===== config.mk =====
export PLATFORM = sky130hd
export DESIGN_NAME = fft_sequencer
export DESIGN_NICKNAME = d
export VERILOG_FILES = /design/src/rtl/fft_sequencer.sv
export SDC_FILE = /design/constraint.sdc
export NUM_CORES = 1
export LEC_CHECK = 0
export CORE_ASPECT_RATIO = 1.5
export CORE_UTILIZATION = 41
export DETAILED_ROUTE_END_ITERATION = 10
export GPL_ROUTABILITY_DRIVEN = 0
export PLACE_DENSITY_LB_ADDON = 0.2
export SYNTH_ARGS = -nofsm -noshare
export SYNTH_HDL_FRONTEND = slang
export SYNTH_SLANG_ARGS = --single-unit

===== constraint.sdc =====
create_clock -name clk -period 4.75 [get_ports clk]
set_clock_uncertainty 0.2 [all_clocks]
set_input_delay 0.95 -clock clk [delete_from_list [all_inputs] [get_ports clk]]
set_output_delay 0.95 -clock clk [all_outputs]
set_load 0.02 [all_outputs]

===== src/rtl/fft_sequencer.sv =====
// Sequences an in-place radix-2 DIT FFT/IFFT over a bit-reversed buffer in data memory,
// feeding the shared butterfly unit one butterfly at a time while stalling the pipeline.
module fft_sequencer #(
    parameter int LOG2N  = 3,
    parameter int ADDR_W = 5,
    parameter int DATA_W = 32
) (
    input  logic              clk,
    input  logic              rst,
    input  logic              start,
    input  logic [ADDR_W-1:0] base_addr,
    input  logic              inverse,
    output logic              busy,
    output logic              done,
    output logic              mem_rena,
    output logic              mem_wena,
    output logic [ADDR_W-1:0] mem_addr,
    output logic [DATA_W-1:0] mem_wdata,
    input  logic [DATA_W-1:0] mem_rdata,
    output logic              bf_valid,
    input  logic              bf_ready,
    output logic [DATA_W-1:0] bf_a,
    output logic [DATA_W-1:0] bf_b,
    output logic [LOG2N-2:0]  bf_tw_idx,
    output logic              bf_inverse,
    input  logic              bf_out_valid,
    input  logic [DATA_W-1:0] bf_out_a,
    input  logic [DATA_W-1:0] bf_out_b
);

    localparam int HALF_N = 1 << (LOG2N - 1);
    localparam int BW     = LOG2N - 1;
    localparam int SW     = $clog2(LOG2N + 1);

    typedef enum logic [2:0] {
        IDLE, RD_A, RD_B, ISSUE, WAIT, WR_A, WR_B, DONE
    } state_t;

    state_t state, next_state;

    logic [SW-1:0]     stage;
    logic [BW-1:0]     bfly;
    logic [ADDR_W-1:0] base_q;
    logic              inv_q;
    logic [DATA_W-1:0] opa, opb, res_a, res_b;

    logic [LOG2N-1:0]  bfly_ext, half, kk, idx_a, idx_b, tw_full;
    logic [ADDR_W-1:0] addr_a, addr_b;
    logic              last_bfly, last_stage;

    // Butterfly b of stage s pairs idx_a with idx_a + 2^s inside its group of 2^(s+1).
    always_comb begin
        bfly_ext   = {1'b0, bfly};
        half       = LOG2N'(1) << stage;
        kk         = bfly_ext & (half - LOG2N'(1));
        idx_a      = ((bfly_ext >> stage) << (stage + SW'(1))) + kk;
        idx_b      = idx_a + half;
        addr_a     = base_q + ADDR_W'(idx_a);
        addr_b     = base_q + ADDR_W'(idx_b);
        tw_full    = kk << (SW'(LOG2N - 1) - stage);
        last_bfly  = (bfly == BW'(HALF_N - 1));
        last_stage = (stage == SW'(LOG2N - 1));
    end

    always_ff @(posedge clk) begin
        if (!rst) begin
            state <= IDLE;
        end else begin
            state <= next_state;
        end
    end

    always_comb begin
        next_state = state;
        unique case (state)
            IDLE:    if (start) next_state = RD_A;
            RD_A:    next_state = RD_B;
            RD_B:    next_state = ISSUE;
            ISSUE:   if (bf_ready) next_state = WAIT;
            WAIT:    if (bf_out_valid) next_state = WR_A;
            WR_A:    next_state = WR_B;
            WR_B:    next_state = (last_bfly && last_stage) ? DONE : RD_A;
            DONE:    next_state = IDLE;
            default: next_state = IDLE;
        endcase
    end

    // Outputs decode only registered state, so nothing from the inputs leaks through.
    always_comb begin
        busy      = 1'b0;
        done      = 1'b0;
        mem_rena  = 1'b0;
        mem_wena  = 1'b0;
        mem_addr  = '0;
        mem_wdata = '0;
        bf_valid  = 1'b0;
        unique case (state)
            IDLE:  ;
            RD_A:  begin busy = 1'b1; mem_rena = 1'b1; mem_addr = addr_a; end
            RD_B:  begin busy = 1'b1; mem_rena = 1'b1; mem_addr = addr_b; end
            ISSUE: begin busy = 1'b1; bf_valid = 1'b1; end
            WAIT:  busy = 1'b1;
            WR_A:  begin busy = 1'b1; mem_wena = 1'b1; mem_addr = addr_a; mem_wdata = res_a; end
            WR_B:  begin busy = 1'b1; mem_wena = 1'b1; mem_addr = addr_b; mem_wdata = res_b; end
            DONE:  done = 1'b1;
            default: ;
        endcase
    end

    assign bf_a       = opa;
    assign bf_b       = opb;
    assign bf_tw_idx  = tw_full[LOG2N-2:0];
    assign bf_inverse = inv_q;

    always_ff @(posedge clk) begin
        if (!rst) begin
            stage  <= '0;
            bfly   <= '0;
            base_q <= '0;
            inv_q  <= 1'b0;
            opa    <= '0;
            opb    <= '0;
            res_a  <= '0;
            res_b  <= '0;
        end else begin
            unique case (state)
                IDLE: if (start) begin
                    base_q <= base_addr;
                    inv_q  <= inverse;
                    stage  <= '0;
                    bfly   <= '0;
                end
                RD_A: opa <= mem_rdata;
                RD_B: opb <= mem_rdata;
                WAIT: if (bf_out_valid) begin
                    res_a <= bf_out_a;
                    res_b <= bf_out_b;
                end
                WR_B: begin
                    if (!last_bfly) begin
                        bfly <= bfly + BW'(1);
                    end else if (!last_stage) begin
                        bfly  <= '0;
                        stage <= stage + SW'(1);
                    end
                end
                default: ;
            endcase
        end
    end

endmodule


Yosys cells after proc, flatten, opt, wreduce, memory -nomap -nowiden
Cells that the tools add are included.
Word-level totals
  logic and storage cells: 69
  memory bits (writable): 0
  memories kept: 0
  bits of input ports: 107
  bits in read-only memories: 0
  output and inout bits: 109
  bits in registers: 141
  latch bits: 0
Cells by class
  $mul: 0
  order comparisons: 0
  reductions and logical operators: 13
  div/mod/pow operators: 0
  eq/ne operators: 15
  add/sub/neg operators: 8
  mux-type cells: 19
  shift operators: 4
  bitwise operators: 1
Operators by type and width (number)
  one-hot mux 32 bit (2 select lines): 1
  one-hot mux 3 bit (8 select lines): 1
  equality test 3 bit, second input constant: 4
  2-to-1 mux 3 bit: 4
  adder 5 x 3 -> 5 bit: 2
  2-to-1 mux 2 bit: 5
  inequality test 2 bit, second input constant: 5
  one-hot mux 5 bit (2 select lines): 1
  one-hot mux 2 bit (2 select lines): 2
  OR reduction 2 bit: 4
  adder 3 bit: 2
  equality test 3 x 2 -> 1 bit, second input constant: 2
  AND reduction 3 bit: 2
  OR reduction 6 bit: 1
  2-to-1 mux 1 bit: 5
  adder 2 x 1 -> 2 bit, second input constant: 2
  equality test 2 bit, second input constant: 2
  AND reduction 2 bit: 2
  AND reduction 4 bit: 1
  bitwise AND 2 x 3 -> 3 bit: 1
  equality test 3 x 1 -> 1 bit, second input constant: 1
  zero test 3 bit: 1
  inequality test 3 bit, second input constant: 1
  << shifter 1 x 2 -> 3 bit, first input constant: 1
  other kinds (7): 7

Depth between registers and ports, before layout
Gate-level depths: netlist of the first run.
  depth in word-level cells: 7
  gate-level depth with buffers: 17
  depth with buffers taken out: 17

Worst setup path after synthesis of the first run
No wires, ideal clock.
  path type: reg-to-output
  start point: reg stage[0]
  end point: out mem_addr[4]
  cell stages (with the launch flop): 18
  slack: -0.030 ns
  arrival time: 3.630 ns
  path through: dfxtp_1 inv_1 ha_1 nor2_1 and3_1 ha_1 inv_1 fa_1 fa_1 xor2_1 nor2_1 xor2_1 xnor2_1 ha_1 a21oi_1 nor2b_1 xnor2_1 nor2_1
On the way
  longest elaborated chain between the ends: 7
  elaborated cells on any way between the ends: 11
  classes of those cells: add/sub (6); shift (3); mux (1); bitwise (1)
Ends and longest elaborated chain
  from (decl): RTL line 41  | logic [SW-1:0] stage;
  from (signal assigned): RTL line 144  | stage <= stage + SW'(1);
  << shifter 1 x 2 -> 3 bit: RTL line 54  | half = LOG2N'(1) << stage;
  subtractor 3 x 1 -> 3 bit: RTL line 55  | kk = bfly_ext & (half - LOG2N'(1));
  bitwise AND 2 x 3 -> 3 bit: RTL line 55
  adder 3 bit: RTL line 56  | idx_a = ((bfly_ext >> stage) << (stage + SW'(1))) + kk;
  adder 3 bit: RTL line 57  | idx_b = idx_a + half;
  adder 5 x 3 -> 5 bit: RTL line 59  | addr_b = base_q + ADDR_W'(idx_b);
  one-hot mux 5 bit (2 select lines) (*): RTL line 97  | unique case (state)
  to (decl): RTL line 17  | output logic [ADDR_W-1:0] mem_addr,
Mark *: on every way between the ends. The rest lies on a longest branch, timed or not.

Worst setup path in the final report of the first run
  start point: reg stage[1]
  end point: out mem_addr[4]
The elaborated chain is that of the path after synthesis.

==> results of run 1 <==
==> worst reg2reg max path, stage by stage (launching register included) <==
cell and delay [ns]:
dfxtp_1 0.73, nor3b_2 0.34, and2_2 0.69, buf_4 0.34, nand2_1 0.07, a21boi_0 0.14
==> power breakdown <==
group / internal (mW) / switching [mW] / total [mW] / leakage (nW)
clock: 0.934 / 0.525 / 1.46 / 0.307
sequential: 1.31 / 0.0751 / 1.38 / 1.14
combinational: 0.431 / 0.516 / 0.947 / 1.85
==> synth_stat cells, types with 2 or more instances <==
master      n
nor3b_2     2
a21oi_1     5
buf_2      18
nor2_2      2
nand3_1     4
buf_4       7
o21ai_0     3
xnor2_1     5
mux2i_1     9
a22o_1     32
fa_1        3
ha_1       10
dfxtp_1   141
or2_1       2
nand2_1   269
or3b_1      2
and3b_1     2
nand2b_1    3
xor2_1      3
and3_1      4
a21boi_1  122
nor2b_1    11
inv_1       6
a21boi_0    7
nand4_1     2
clkbuf_1   29
o21ai_1     3
and2_1      3
nor2_1      9
==> sequential cells by signal, summed over array words and instances (netlist names) <==
| signal | flops |
|---|---|
| bf_b | 32 |
| stage | 2 |
| res_a | 32 |
| bf_a | 32 |
| base_q | 5 |
| state | 3 |
| bf_inverse | 1 |
| res_b | 32 |
| bfly | 2 |
==> worst max-delay path by stage <==
stage | start | to | slack [ns] | cells after the start
floorplan | stage[0] | mem_addr[4] | 0.05 | 17
CTS | stage[1] | mem_addr[4] | -0.23 | 18
detailed placement | stage[0] | mem_addr[4] | -0.39 | 18
finish | stage[1] | mem_addr[4] | -0.14 | 18
global placement | stage[0] | mem_addr[4] | -0.31 | 18
global route | stage[1] | mem_addr[4] | -0.39 | 18
==> kinds of logic after synthesis <==
group           count (synthesis)  synth area share [%]
simple gates                  318                  21.7
compound gates                176                  21.8
flops                         141                  46.2
buf+inv                        60                  4.48
fa+ha+maj                      13                  3.03
mux                            10                  1.66
xor+xnor                        8                  1.15
==> layout by cell type (no fill, tap or decap), types with 2 or more instances in the layout <==
master	Yosys	layout
nor2_4	0	2
o21ai_1	3	3
a22o_1	32	32
dfxtp_1	141	139
clkbuf_16	0	17
nor2_1	9	7
inv_1	6	3
ha_4	0	2
ha_1	10	8
inv_6	0	2
or2_1	2	2
clkinvlp_4	0	2
or3b_1	2	2
clkinv_4	0	3
clkdlybuf4s50_1	0	210
fa_1	3	2
xor2_1	3	3
a21oi_2	0	2
mux2i_1	9	9
nand3_1	4	4
inv_2	0	3
nand2b_1	3	3
nand2_1	269	268
and3b_1	2	2
buf_4	7	23
nand4_1	2	2
a21boi_1	122	122
nor3b_4	1	2
a21boi_0	7	7
bufinv_16	0	5
a21oi_1	5	3
and2_1	3	2
dfxtp_2	0	2
o21ai_0	3	3
nor2_2	2	2
nor2b_1	11	11
xnor2_1	5	4
and3_1	4	3
==> cell type report <==
cell class,instances,area (sq um),share of cell area [%]
Timing Repair Buffer,236,2300,25.2
Clock buffer,18,429,4.70
Sequential cell,141,2830,31.0
Multi-Input combinational cell,525,3090,33.9
Clock inverter,13,214,2.34
Inverter,6,22.5,0.247
Tap cell,196,245,2.69
==> repair_timing <==
action	in CTS	in global routing
pin swaps	12	8
resized for setup	29	2
setup endpoints to repair	4	4
==> metal layers <==
layer  part of all wire (%)  wire length, microns
met1                     40                  6350
met2                     51                  8190
met3                    7.8                  1250
met4                    1.6                   250
met5                      0                     0
==> stage by stage <==
step,power [mW],hold slack (ns),instance area [sq um]
final,3.79,0.250,9130
after global routing,3.98,0.268,9130
after CTS,3.83,0.252,9120
after detailed placement,2.37,0.244,8430
after global placement,2.35,0.240,8430
after floorplan,1.94,0.235,6120
==> metrics.csv, run 1 <==
metric,value,unit
outcome,"complete, but fails checks",
failing checks,negative setup slack,
Min-Delay Endpoint,bf_b[22],
final worst slack,-0.137,ns
Post-synth top flop,dfxtp_1,
"EDFF count, synth",0,
Top delay family on crit path,adder cells,
GR peak layer,met2,
Detailed Routing Iterations Pass 1,4,
Final Max Tran Viols,0,
CP Launch Type,flop,
pre-CTS WS,-0.393,ns
Synth top area share,46.2,%
Reg2Reg Depth,5,
final hold vios,0,
R2R Path Start,state[2],
Die H,152,microns
r2r setup slk,2.17,ns
ys async rst share,0,%
"Req. time, crit path",3.60,ns
M3 GR Usage,7.11,%
Placed Cells,1104,
fin crit period,4.89,ns
H-tree depth reported by CTS,4,
Fmax,205,MHz
final net count,1047,
io pins,216,
sequential area share after synthesis,46.2,%
Non-Filler Instances,1135,
"Distinct cells, synth",37,
vias,5526,
hold path start,bf_b[22],
DRC,0,
IO buf count,215,
Worst path slowest cell,fa_1,
VDD IR max,225,uV
relative slew slack,39.3,%
Mean Syn Cell Area,8.42,sq um
Core Region,14500,sq um
initial antenna violation count,0,
final setup fails,3,
Rows,54,
met2 usage,38.0,%
Power per Cell Area,415,nW/um^2
Syn Nets,846,
CTS root buf,clkbuf_16,
hold_buf cts,0,
Hold Path Depth,2,
latest clock arrival within the worst-skew pair,0.41,ns
"critical path, cell by cell",inv_2 -> ha_4 -> nor2_4 -> and3_4 -> ha_4 -> inv_2 -> fa_1 -> fa_2 -> xor2_1 -> nor2_1 -> xor2_1 -> xnor2_1 -> ha_1 -> a21oi_2 -> nor2b_1 -> xnor2_1 -> nor2_2 -> buf_6,
max incr delay on CP,0.48,ns
critical path class,reg2out,
unrepaired setup endpoints after global routing,yes,
Worst Path Buf+Inv,3,
maxcap violations,0,
synth warn,0,
Antenna Diode Count,0,
clock tree buffer depth,2,
Avg WL per Cell,14.1,microns
largest area contributor in the netlist,dfxtp_1,
starting density of the core,42.1,%
vias in the first global route,5321,
first-pass GRT wire length,25500,microns
Via density,4.87,
pin count of the biggest net entering global routing,109,
critical path peak fanout,2,
Tcrit/Tclk final,103,%
Cells after Synth,726,
"Cell Area, Synth",6120,sq um
TritonCTS clock tree,built,
final setup TNS,-0.328,ns
die width,102,microns
clock-pin slew on the worst setup and hold paths,0.06,ns
met1 usage,23.1,%
Leakage,3.30,nW
ratio of cells with drive above 1 in the final layout,8.31,%
fin util,62.8,%
total track usage,21.2,%
antenna-violating nets left,0,
die area,15400,sq um
reg-to-reg endpoint,res_b[27],
Area Overhead vs Synth,49.2,%
Hold Crit Class,reg2reg,
WL final,16000,microns
largest cells by area after synthesis,"dfxtp_1, nand2_1, a21boi_1",
Least-Margin Pin Slew,0.910,ns
total grt overflow,0,
clk sinks,141,
DP HPWL,10700,microns
Setup crit end kind,primary output,
post-CTS setup buffer count,0,
Num CTS Buffers,17,
# fillers,1300,
critical path arrival,3.74,ns
flip-flop and latch count after synthesis,141,
DRT iter0 DRCs,150,
No activity file was read; power rests on OpenSTA's default activity.
==> run 2, diff against run 1 <==
Settings changed: CORE_ASPECT_RATIO 1.5 to 1.2.
==> run 2 against run 1 <==
The flow still finishes with violations (negative setup slack). Sequential share of layout area rose by 0.055 points. Cell count rose by 0.70%. Global-route usage decreased by 0.44 points. Clock power decreased by 6%. Die area hardly changed. Combinational power shrank 0.8%. Non-clock buffer count increased by 3. Flip-flop and latch count did not move. Final area is 0.18% lower. Via count rose by 0.22%. Utilization up 0.12 points. Critical endpoint unchanged. Largest cell class unchanged.
==> metrics.csv, run 2 (synthesis gave the netlist of run 1 again) <==
metric,value,unit,change
outcome,"complete, but fails checks",,
failing checks,negative setup slack,,
DRC,0,,unchanged
Hold Crit Class,reg2reg,,
Sw Ratio,29.4,%,-0.088 points
WHS,0.249,ns,-0.00117 ns
unrepaired setup endpoints after global routing,yes,,
Final Max Tran Viols,0,,unchanged
Worst Path Buf+Inv,3,,unchanged
Die H,136,microns,-10%
final hold vios,0,,unchanged
Tcrit/Tclk final,105,%,+2.1 points
"critical path, cell by cell",inv_2 -> ha_4 -> nor2_4 -> and3_4 -> ha_4 -> inv_2 -> fa_1 -> fa_2 -> xor2_1 -> nor2_1 -> xor2_1 -> xnor2_1 -> ha_1 -> a21oi_2 -> nor2b_1 -> xnor2_1 -> nor2_2 -> buf_6,,
total grt overflow,0,,unchanged
Num CTS Buffers,17,,unchanged
Rows,48,,-11%
DRT iter0 DRCs,268,,+79%
antenna-violating nets left,0,,unchanged
crit path from,stage[0],,
Top delay family on crit path,adder cells,,
Setup crit end kind,primary output,,
CP Launch Type,flop,,
Power per Cell Area,405,nW/um^2,-2.3%
final setup fails,3,,unchanged
die width,113,microns,+12%
Detailed Routing Iterations Pass 1,7,,+3
Least-Margin Pin Slew,0.938,ns,+0.0283 ns
DP HPWL,10500,microns,-2.3%
most frequent cells in the layout,"nand2_1, clkdlybuf4s50_1, dfxtp_1",,
hold path start,bf_b[1],,
vias in the first global route,5171,,-2.8%
"most common cell after layout, fill and taps aside",nand2_1,,
max incr delay on CP,0.48,ns,about the same
clk sinks,141,,unchanged
relative slew slack,37.4,%,-1.9 points
final setup TNS,-0.539,ns,-0.211 ns
R2R Path Start,state[2],,
critical path peak fanout,2,,unchanged
Leakage,3.30,nW,about the same
VDD IR max,222,uV,-1.3%
Via density,4.85,,-0.48%
final worst slack,-0.235,ns,-0.0977 ns
Avg WL per Cell,13.8,microns,-2.2%
Placed Cells,1109,,+0.45%
die area,15400,sq um,about the same
clock tree buffer depth,2,,unchanged
Fmax,201,MHz,-2.0%
CTS root buf,clkbuf_16,,
ratio of cells with drive above 1 in the final layout,8.38,%,+0.071 points
clock-pin slew on the worst setup and hold paths,0.06,ns,about the same
DP Area,8440,sq um,about the same
Worst path slowest cell,fa_1,,
critical path arrival,3.83,ns,+0.09 ns
pin count of the biggest net entering global routing,112,,+2.8%
fin crit period,4.98,ns,+0.0977 ns
critical path class,reg2out,,
Sequential Power Share,37.5,%,+1.0 points
Power Internal,2.61,mW,-2.4%
Final Power,3.69,mW,-2.5%
total track usage,20.8,%,-0.44 points
final net count,1050,,+0.29%
Comb power frac,25.4,%,+0.4 points
Antenna Diode Count,0,,unchanged
starting density of the core,42.3,%,+0.15 points
Non-Filler Instances,1143,,+0.70%
H-tree depth reported by CTS,4,,unchanged
io pins,216,,unchanged
Sw Pwr,1.09,mW,-2.8%
Area Overhead vs Synth,49.0,%,
Finished Cell Area,9110,sq um,-0.18%
maxcap violations,0,,unchanged
WL final,15800,microns,-1.5%
Core Region,14500,sq um,-0.36%
IO buf count,215,,unchanged
"Req. time, crit path",3.60,ns,about the same
clock network power share,37.1,%,-1.4 points
TritonCTS clock tree,built,,
initial antenna violation count,0,,unchanged
first-pass GRT wire length,25400,microns,-0.49%
latest clock arrival within the worst-skew pair,0.41,ns,about the same
vias,5538,,+0.22%
[run 2: cell types whose count changed in the layout (fill, tap and decap cells not counted), moves of 2 or more]
cell,change
bufinv_16,-2
clkbuf_1,+2
clkbuf_8,+3
buf_4,+3
[run 2: power by group through the flow]
stage                     Clock, mW  Sequential (mW)  Combinational (mW)
final                          1.37             1.38               0.939
after floorplan                   0             1.51               0.428
after global routing           1.45             1.40                1.03
after detailed placement          0             1.41               0.949
after global placement            0             1.41               0.943
after CTS                      1.40             1.38               0.952
[run 2: layout make-up]
type                       instances  area, sq um
sequential                       141         2830
fill                            1339         5360
inverter                           6         22.5
multi-input combinational        525         3080
tap                              200          250
timing repair buffer             239         2320
clock inverter                     9          134
clock buffer                      23          478
[run 2: final timing paths]
check                              endpoint  slack (ns)  depth (start not counted)
worst min register to register      bf_b[1]        0.25                          2
worst max-delay path            mem_addr[4]       -0.23                         18
worst min-delay path                bf_b[1]        0.25                          2
worst max register to register    res_a[20]        2.08                          5
[run 2: timing repair]
item                                    4_1_cts  5_1_grt
setup buffers                                 0        2
resized for setup                            29        1
hold buffers                                  0        0
pin swaps                                    14       13
endpoints found under the setup margin        4        4
[run 2: worst min-delay path: stages (launching register included)]
cell,delay (ns)
dfxtp_1,0.30
nand2_1,0.05
a21boi_1,0.05
[run 2: metrics by stage]
| stage | util [%] | setup slack, ns |
|---|---|---|
| 4_1_cts | 62.8 | -0.246 |
| 3_3_place_gp | 58.3 | -0.316 |
| 2_1_floorplan | - | 0.0479 |
| 5_1_grt | 62.9 | -0.443 |
| 3_5_place_dp | 58.3 | -0.412 |
| 6_report | 62.9 | -0.235 |
[run 2: metal layers]
layer  global-route usage (%)  vias up  routed length (microns)
met5                        0        -                        0
met1                     25.3     2550                     6990
met3                     7.43        7                     1170
met4                     5.26        0                      110
met2                     34.8      179                     7540
li1                         -     2802                        -
